<file path="config.mk">
export PLATFORM = sky130hd
export DESIGN_NAME = pair_triple_pattern_gen
export DESIGN_NICKNAME = d
export VERILOG_FILES = /design/src/rtl/pair_triple_pkg.sv /design/src/rtl/pair_triple_next_match.sv /design/src/rtl/pair_triple_pattern_gen.sv
export SDC_FILE = /design/constraint.sdc
export NUM_CORES = 1
export LEC_CHECK = 0
export ABC_AREA = 1
export CAP_MARGIN = 20
export CORE_MARGIN = 5
export CORE_UTILIZATION = 39
export CTS_BUF_LIST = sky130_fd_sc_hd__clkbuf_8
export DETAILED_ROUTE_END_ITERATION = 10
export GPL_TIMING_DRIVEN = 0
export PLACE_DENSITY = 0.66
export SYNTH_ARGS = -nofsm -noshare
export SYNTH_HDL_FRONTEND = slang
export SYNTH_SLANG_ARGS = --single-unit
</file>
<file path="constraint.sdc">
create_clock -name clk -period 2.8 [get_ports clk]
set_input_delay 0.84 -clock clk [delete_from_list [all_inputs] [get_ports clk]]
set_output_delay 0.84 -clock clk [all_outputs]
set_load 0.01 [all_outputs]
</file>
<file path="src/rtl/pair_triple_pkg.sv">
// pair_triple_pkg: shared FSM states, first-match constants and majority helper for the pattern generator.
package pair_triple_pkg;
  typedef enum logic [1:0] {IDLE, EMIT, DONE} state_t;
  localparam int PATS_PER_PASS = 4;
  localparam logic [2:0] FIRST_MATCH_HI = 3'd3;
  localparam logic [2:0] FIRST_MATCH_LO = 3'd0;
  function automatic logic maj3(input logic [2:0] p);
    return (p[0] & p[1]) | (p[0] & p[2]) | (p[1] & p[2]);
  endfunction
endpackage

</file>
<file path="src/rtl/pair_triple_next_match.sv">
// pair_triple_next_match: next 3-bit pattern above cur whose majority equals target; wraps to the first match.
module pair_triple_next_match
  import pair_triple_pkg::*;
(
  input  logic [2:0] cur,
  input  logic       target,
  output logic [2:0] next,
  output logic       wrap
);
  logic [2:0] c;
  always_comb begin
    next = target ? FIRST_MATCH_HI : FIRST_MATCH_LO;
    wrap = 1'b1;
    c = cur;
    // descending scan so the smallest qualifying increment is the one that sticks
    for (int i = 7; i >= 1; i--) begin
      c = cur + 3'(i);
      if (c > cur && maj3(c) == target) begin
        next = c;
        wrap = 1'b0;
      end
    end
  end
endmodule

</file>
<file path="src/rtl/pair_triple_pattern_gen.sv">
// pair_triple_pattern_gen: streams every 3-bit pattern with the requested majority, NUM_PASSES times.
// Optional sticky err output under PAIR_TRIPLE_GEN_SELFCHECK_EN.
module pair_triple_pattern_gen
  import pair_triple_pkg::*;
#(
  parameter int NUM_PASSES = 2,
  parameter int CNT_W = 6
) (
  input  logic             clk,
  input  logic             rst,
  input  logic             start,
  input  logic             target,
  output logic             busy,
  output logic             out_val,
  input  logic             out_rdy,
  output logic [2:0]       out_pattern,
  output logic             done,
  output logic [CNT_W-1:0] count
`ifdef PAIR_TRIPLE_GEN_SELFCHECK_EN
  ,
  output logic             err
`endif
);
  state_t state, state_n;
  logic tgt, hs, wrap, last;
  logic [3:0] pass;
  logic [2:0] nxt;
  pair_triple_next_match u_next (.cur(out_pattern), .target(tgt), .next(nxt), .wrap(wrap));
  assign hs = out_val & out_rdy;
  assign last = hs & wrap & (pass == 4'(NUM_PASSES - 1));
  assign busy = state == EMIT;
  assign done = state == DONE;
  always_comb begin
    state_n = state == IDLE ? (start ? EMIT : IDLE) : state == EMIT ? (last ? DONE : EMIT) : IDLE;
  end
  always_ff @(posedge clk) begin
    if (rst) begin
      state <= IDLE;
      out_val <= 1'b0;
      out_pattern <= 3'd0;
      count <= '0;
      pass <= 4'd0;
      tgt <= 1'b0;
    end else begin
      state <= state_n;
      if (state == IDLE && start) begin
        tgt <= target;
        count <= '0;
        pass <= 4'd0;
        out_pattern <= target ? FIRST_MATCH_HI : FIRST_MATCH_LO;
        out_val <= 1'b1;
      end else if (hs) begin
        count <= &count ? count : count + 1'b1;
        out_pattern <= nxt;
        pass <= wrap ? pass + 4'd1 : pass;
        out_val <= ~last;
      end
    end
  end
`ifdef PAIR_TRIPLE_GEN_SELFCHECK_EN
  always_ff @(posedge clk) begin
    if (rst || (state == IDLE && start)) err <= 1'b0;
    else if (hs && maj3(out_pattern) != tgt) err <= 1'b1;
  end
`endif
endmodule

</file>
# After elaboration in Yosys (flattened, before gate mapping)
# Index checks and enable logic that the tools add are counted.
totals:
  regBits: 17
  in_bits: 5
  output_inout_bits: 12
  elab_cells: 110
classes:
  addsub: 9
  order_cmp: 7
  n_eq_ne: 10
  muxes: 24
  bitwise_logic: 40
  reduce_logical: 14
op_table:
  columns: ["cell", "n"]
  rows:
  - ["$mux W3", 9]
  - ["$and A1 B1 Y1", 24]
  - ["$gt A3 B3 Y1", 7]
  - ["$or A1 B1 Y1", 14]
  - ["$add A3 B3 Y3 const B", 4]
  - ["$mux W1", 10]
  - ["$mux W2", 5]
  - ["$logic_and A1 B1 Y1", 8]
  - ["$eq A1 B1 Y1", 7]
  - ["$add A3 B2 Y3 const B", 2]
  - ["$add A6 B1 Y6 const B", 1]
  - ["$reduce_and A6 Y1", 1]
  - ["$add A4 B1 Y4 const B", 1]
  - ["$eq A4 B1 Y1 const B", 1]
  - ["$reduce_and A2 Y1", 2]
  - ["$add A3 B1 Y3 const B", 1]
  - ["$eq A2 B1 Y1 const B", 1]
  - ["$eq A2 B2 Y1 const B", 1]
  - ["$logic_not A2 Y1", 1]
  - ["$not A1 Y1", 2]
  - ["$reduce_bool A2 Y1", 1]
  - ["$reduce_or A2 Y1", 1]

# Longest topological paths before layout
logic_depth:
  ltp_word: 18
  depth_mapped: 16
  ltp_nobuf: 16

# Cells and area by module
# Synthesis repeated with hierarchy kept, for this count alone.
unflattened:
  hier_cells: 254
  area_unflattened_um2: 1545.2
by_module_without_submodules:
  columns: ["mod", "n_inst", "cells_each", "area_per_inst_um2", "seq_area_each_um2"]
  rows:
  - ["pair_triple_pattern_gen", 1, 117, 842.1, 340.3]
  - ["pair_triple_next_match", 1, 137, 703.2, 0.0]

# Least setup slack after synthesis
# No wires, ideal clock.
synth_path:
  path_kind: "register -> register"
  start: "register out_pattern[1]"
  end: "register out_pattern[0]"
  setup_ps: 112
  arrival_ps: 1965
  t_required_ps: 2688
  slack_ps: 723
  path_stages_with_launch: 16
  n_path_buf: 0
  synth_period_minus_slack_ps: 2077
  path_cell_list: "dfxtp_1 inv_2 ha_1 inv_1 nand2_1 nand2_1 o21ai_2 nand3_2 nand2_4 nor2_1 nor2_1 nand2_1 nand2_1 nand2_1 nand2_1 nand2_1"
synth_between:
  elab_chain_len: 15
  word_cells_on_any_way: 72
  classes_between: "add/sub (7); order compare (7); eq/ne (7); mux (9); bitwise (35); reduce/logical (7)"
synth_lines:
  columns: ["item", "line", "rtl"]
  rows:
  - ["start: declaration", "pair_triple_pattern_gen.sv:16", "output logic [2:0] out_pattern,"]
  - ["start signal: assignment", "pair_triple_pattern_gen.sv:50", "out_pattern <= target ? FIRST_MATCH_HI : FIRST_MATCH_LO;"]
  - ["start signal: assignment", "pair_triple_pattern_gen.sv:54", "out_pattern <= nxt;"]
  - ["$add A3 B3 Y3", "pair_triple_next_match.sv:17", "c = cur + 3'(i);"]
  - ["$and A1 B1 Y1", "pair_triple_pkg.sv:8", "return (p[0] & p[1]) | (p[0] & p[2]) | (p[1] & p[2]);"]
  - ["$or A1 B1 Y1 (2 in a row)", "pair_triple_pkg.sv:8", null]
  - ["$eq A1 B1 Y1", "pair_triple_next_match.sv:18", "if (c > cur && maj3(c) == target) begin"]
  - ["$logic_and A1 B1 Y1", "pair_triple_next_match.sv:18", null]
  - ["$mux W3 (6 in a row)", "pair_triple_next_match.sv:18", null]
  - ["$mux W3 (*)", "pair_triple_next_match.sv:18", null]
  - ["$mux W3 (*)", "pair_triple_pattern_gen.sv:52", "end else if (hs) begin"]
  - ["$mux W3 (*)", "pair_triple_pattern_gen.sv:46", "if (state == IDLE && start) begin"]
# Mark *: on every way between the ends. The rest lies on a longest branch, timed or not. The select of a mux whose other input is x is not followed.
# A chain may end at the register's enable or synchronous reset.

# Final worst setup path
# Same ends and word-level chain as after synthesis.

==> results by group <==
Status
  • Status: complete, no violations

Setup path
  • CP Buf/Inv Count: 2
  • Critical-path maximum fanout: 11
  • Cell breakdown of the critical path: inv_2 -> ha_1 -> inv_1 -> nand2_1 -> nand2_1 -> o21ai_2 -> nand3_2 -> nand2_4 -> nor2_1 -> nor2_1 -> nand2_1 -> nand2_1 -> nand2_1 -> nand2_1 -> nand2_1
  • Worst setup SP type: flip-flop
  • CP Class: flip-flop to flip-flop
  • CP required: 2.95 ns
  • Worst path depth: 15
  • R2R Setup Slk: 0.36 ns
  • Crit path capture type: flip-flop
  • Slowest stage cell on the critical path: dfxtp_1
  • Worst EP arrival: 2.59 ns
  • Crit-path most repeated cell: nand2_1
  • Critical Path Max Stage Delay: 0.57 ns
  • Largest delay contributor family on the critical path: simple AND/OR/NAND/NOR gates
  • Worst R2R Path Depth: 15

Place
  • Placed inst area: 1643 sq um
  • Post-DP HPWL: 2.493 mm
  • Placed insts: 295
  • Routability cong.: 0.8006
  • Input/output buffers: 16

STA
  • Final Hold Violating Endpoints: 0
  • Fin crit period: 2.442 ns
  • Worst Max-Slew Pin Slew: 0.6365 ns
  • Final Slew Violations: 0
  • F_max: 409.5 MHz
  • Final setup violation count: 0
  • Clock Skew: 0.002107 ns
  • RSZ-0062 raised after global routing: no
  • Slew headroom: 57.41%
  • Final Cycle Share: 87.21%
  • Total negative slack: 0 ns
  • Worst hold slack: 0.4899 ns

Synth
  • Post-synth ARST share: 0%
  • Register area share after synthesis: 23.92%
  • Flops & latches, synth: 17
  • Top-count cell post-synth: nand2_1
  • Cell variety after synth: 26
  • Syn. warnings: 0
  • Largest cells by area after synthesis: dfxtp_1 24%, nand2_1 20%, ha_1 8.8%
  • Cells after Synth: 231
  • Synthesized net count: 246
  • Number of flops mapped to enable cells by yosys: 0
  • Mapped Area: 1423 sq um
  • Top-area cell type share of the netlist area: 23.92%
  • Yosys top cell by area: dfxtp_1
  • Syn avg cell area: 6.159 sq um
  • Top cells by count, synth: 77 x nand2_1, 26 x inv_1, 24 x nor2_1
  • Ys flop type: dfxtp_1

Clocking
  • Root buf cell: clkbuf_8
  • Clock Path Buffers: 2
  • CTS tree: built
  • Worst-path clk slew: 0.07 ns
  • Hold_buf cts: 0
  • CTS Buf Count: 3
  • Setup Buffers After CTS: 0
  • H-Tree Level Count: 1
  • CTS Sinks: 17
  • PostCTS Resize Cnt: 0
  • Worst-skew pair later-pin latency: 0.25 ns

Worst hold path
  • Hold path cells: 2
  • Hold WC Path Type: flip-flop to flip-flop

Cells and area
  • Area growth syn-to-layout: 18.73%
  • Ant. Diodes: 0
  • Post-route cell area: 1689 sq um
  • Final std cells w/o fill: 299
  • Layout cell share with drive strength beyond 1: 8.765%
  • Final #Nets: 267

Routing
  • DRC: 0
  • Drt total wl: 3.210 mm
  • Antenna-violating nets left: 0
  • Initial DRC count: 77
  • 1st-pass router iterations: 4
  • Vias: 1399
  • Routed len/inst: 10.74 um
  • Vias per std cell: 4.679

Pwr
  • Overall power: 0.8360 mW
  • VDD IR-drop max: 0.2821 mV
  • Pwr dens: 495.0 nW/um^2
  • Leak: 0.8209 nW

GRT
  • GRT Total Usage: 13.02%
  • First-pass GRT wire length: 5.382 mm
  • Largest net degree at the start of global routing: 12
  • Initial antenna violation count: 0
  • Total grt overflow: 0
  • Vias in the first global route: 1214

Die
  • Initial core utilization: 39.45%
  • Die ar.: 4955 sq um
  • I/O Pins: 17
  • Std-Cell Rows: 22
  • Die W: 70.40 um
  • Core area: 3606 sq um
  • Die Y: 70.40 um

Flow run
  • Number of max-cap violations: 0
-- registers in the layout, summed over array words and instances, names as in the netlist --
signal	flops
tgt	1
out_val	1
pass	4
state	2
out_pattern	3
count	6
-- per-layer routing --
layer	vias to the layer above	GRT usage, %	share of wire [%]
met3	2	3.165	4.0
li1	777	-	-
met4	0	1.277	0.19
met1	594	18.53	52
met2	26	20.48	43
met5	-	0	0
-- layout by cell type, fill, tap and decap left out, types with 3 or more instances in the layout --
master	instances
ha_1	10
nand3_1	23
nand2_1	77
dfxtp_1	17
a21oi_1	10
inv_2	5
inv_1	26
nand2_4	3
clkdlybuf4s50_1	16
clkbuf_8	3
xor2_1	3
nor2_1	24
o21ai_0	9
nand4_1	5
-- per-stage QoR --
stage               setup WS [ns]  util, %
floorplan                  0.7229        -
global placement           0.2583    45.56
detailed placement         0.2420    45.56
CTS                        0.3408    46.84
global route               0.1133    46.84
finish                     0.3582    46.84
-- layout make-up --
type	instances	area (sq um)
multi-input cells	180	945.9
clock buffers	3	41.29
inverters	33	128.9
fillers	355	1917
repair buffers	16	160.2
clock inverters	1	5.005
well taps	48	60.06
flip-flops and latches	17	340.3
plain buffers	1	7.507
-- final timing paths --
| check | start | to |
|---|---|---|
| hold reg to reg | pass[2] | pass[2] |
| hold / removal | pass[2] | pass[2] |
| setup / recovery | out_pattern[1] | out_pattern[0] |
| setup reg to reg | out_pattern[1] | out_pattern[0] |
-- worst register-to-register path: stages, from the launching register on --
cell and delay (ns):
dfxtp_1 0.57, inv_2 0.21, ha_1 0.41, inv_1 0.08, nand2_1 0.09, nand2_1 0.11
o21ai_2 0.17, nand3_2 0.15, nand2_4 0.14, nor2_1 0.05, nor2_1 0.13, nand2_1 0.06
nand2_1 0.05, nand2_1 0.05, nand2_1 0.05, nand2_1 0.04
-- cell families after synthesis --
logic type / synth area share, %
simple gates: 42.39
buf+inv: 9.587
compound gates: 11.70
flops: 23.92
fa+ha+maj: 8.795
xor+xnor: 3.607
-- where the power goes --
part / switching, mW / internal [mW]
logic: 0.249 / 0.136
clock network: 0.0833 / 0.0986
registers: 0.0185 / 0.251
total: 0.350 / 0.486
Note: power is estimated with default switching activity, not from simulation.
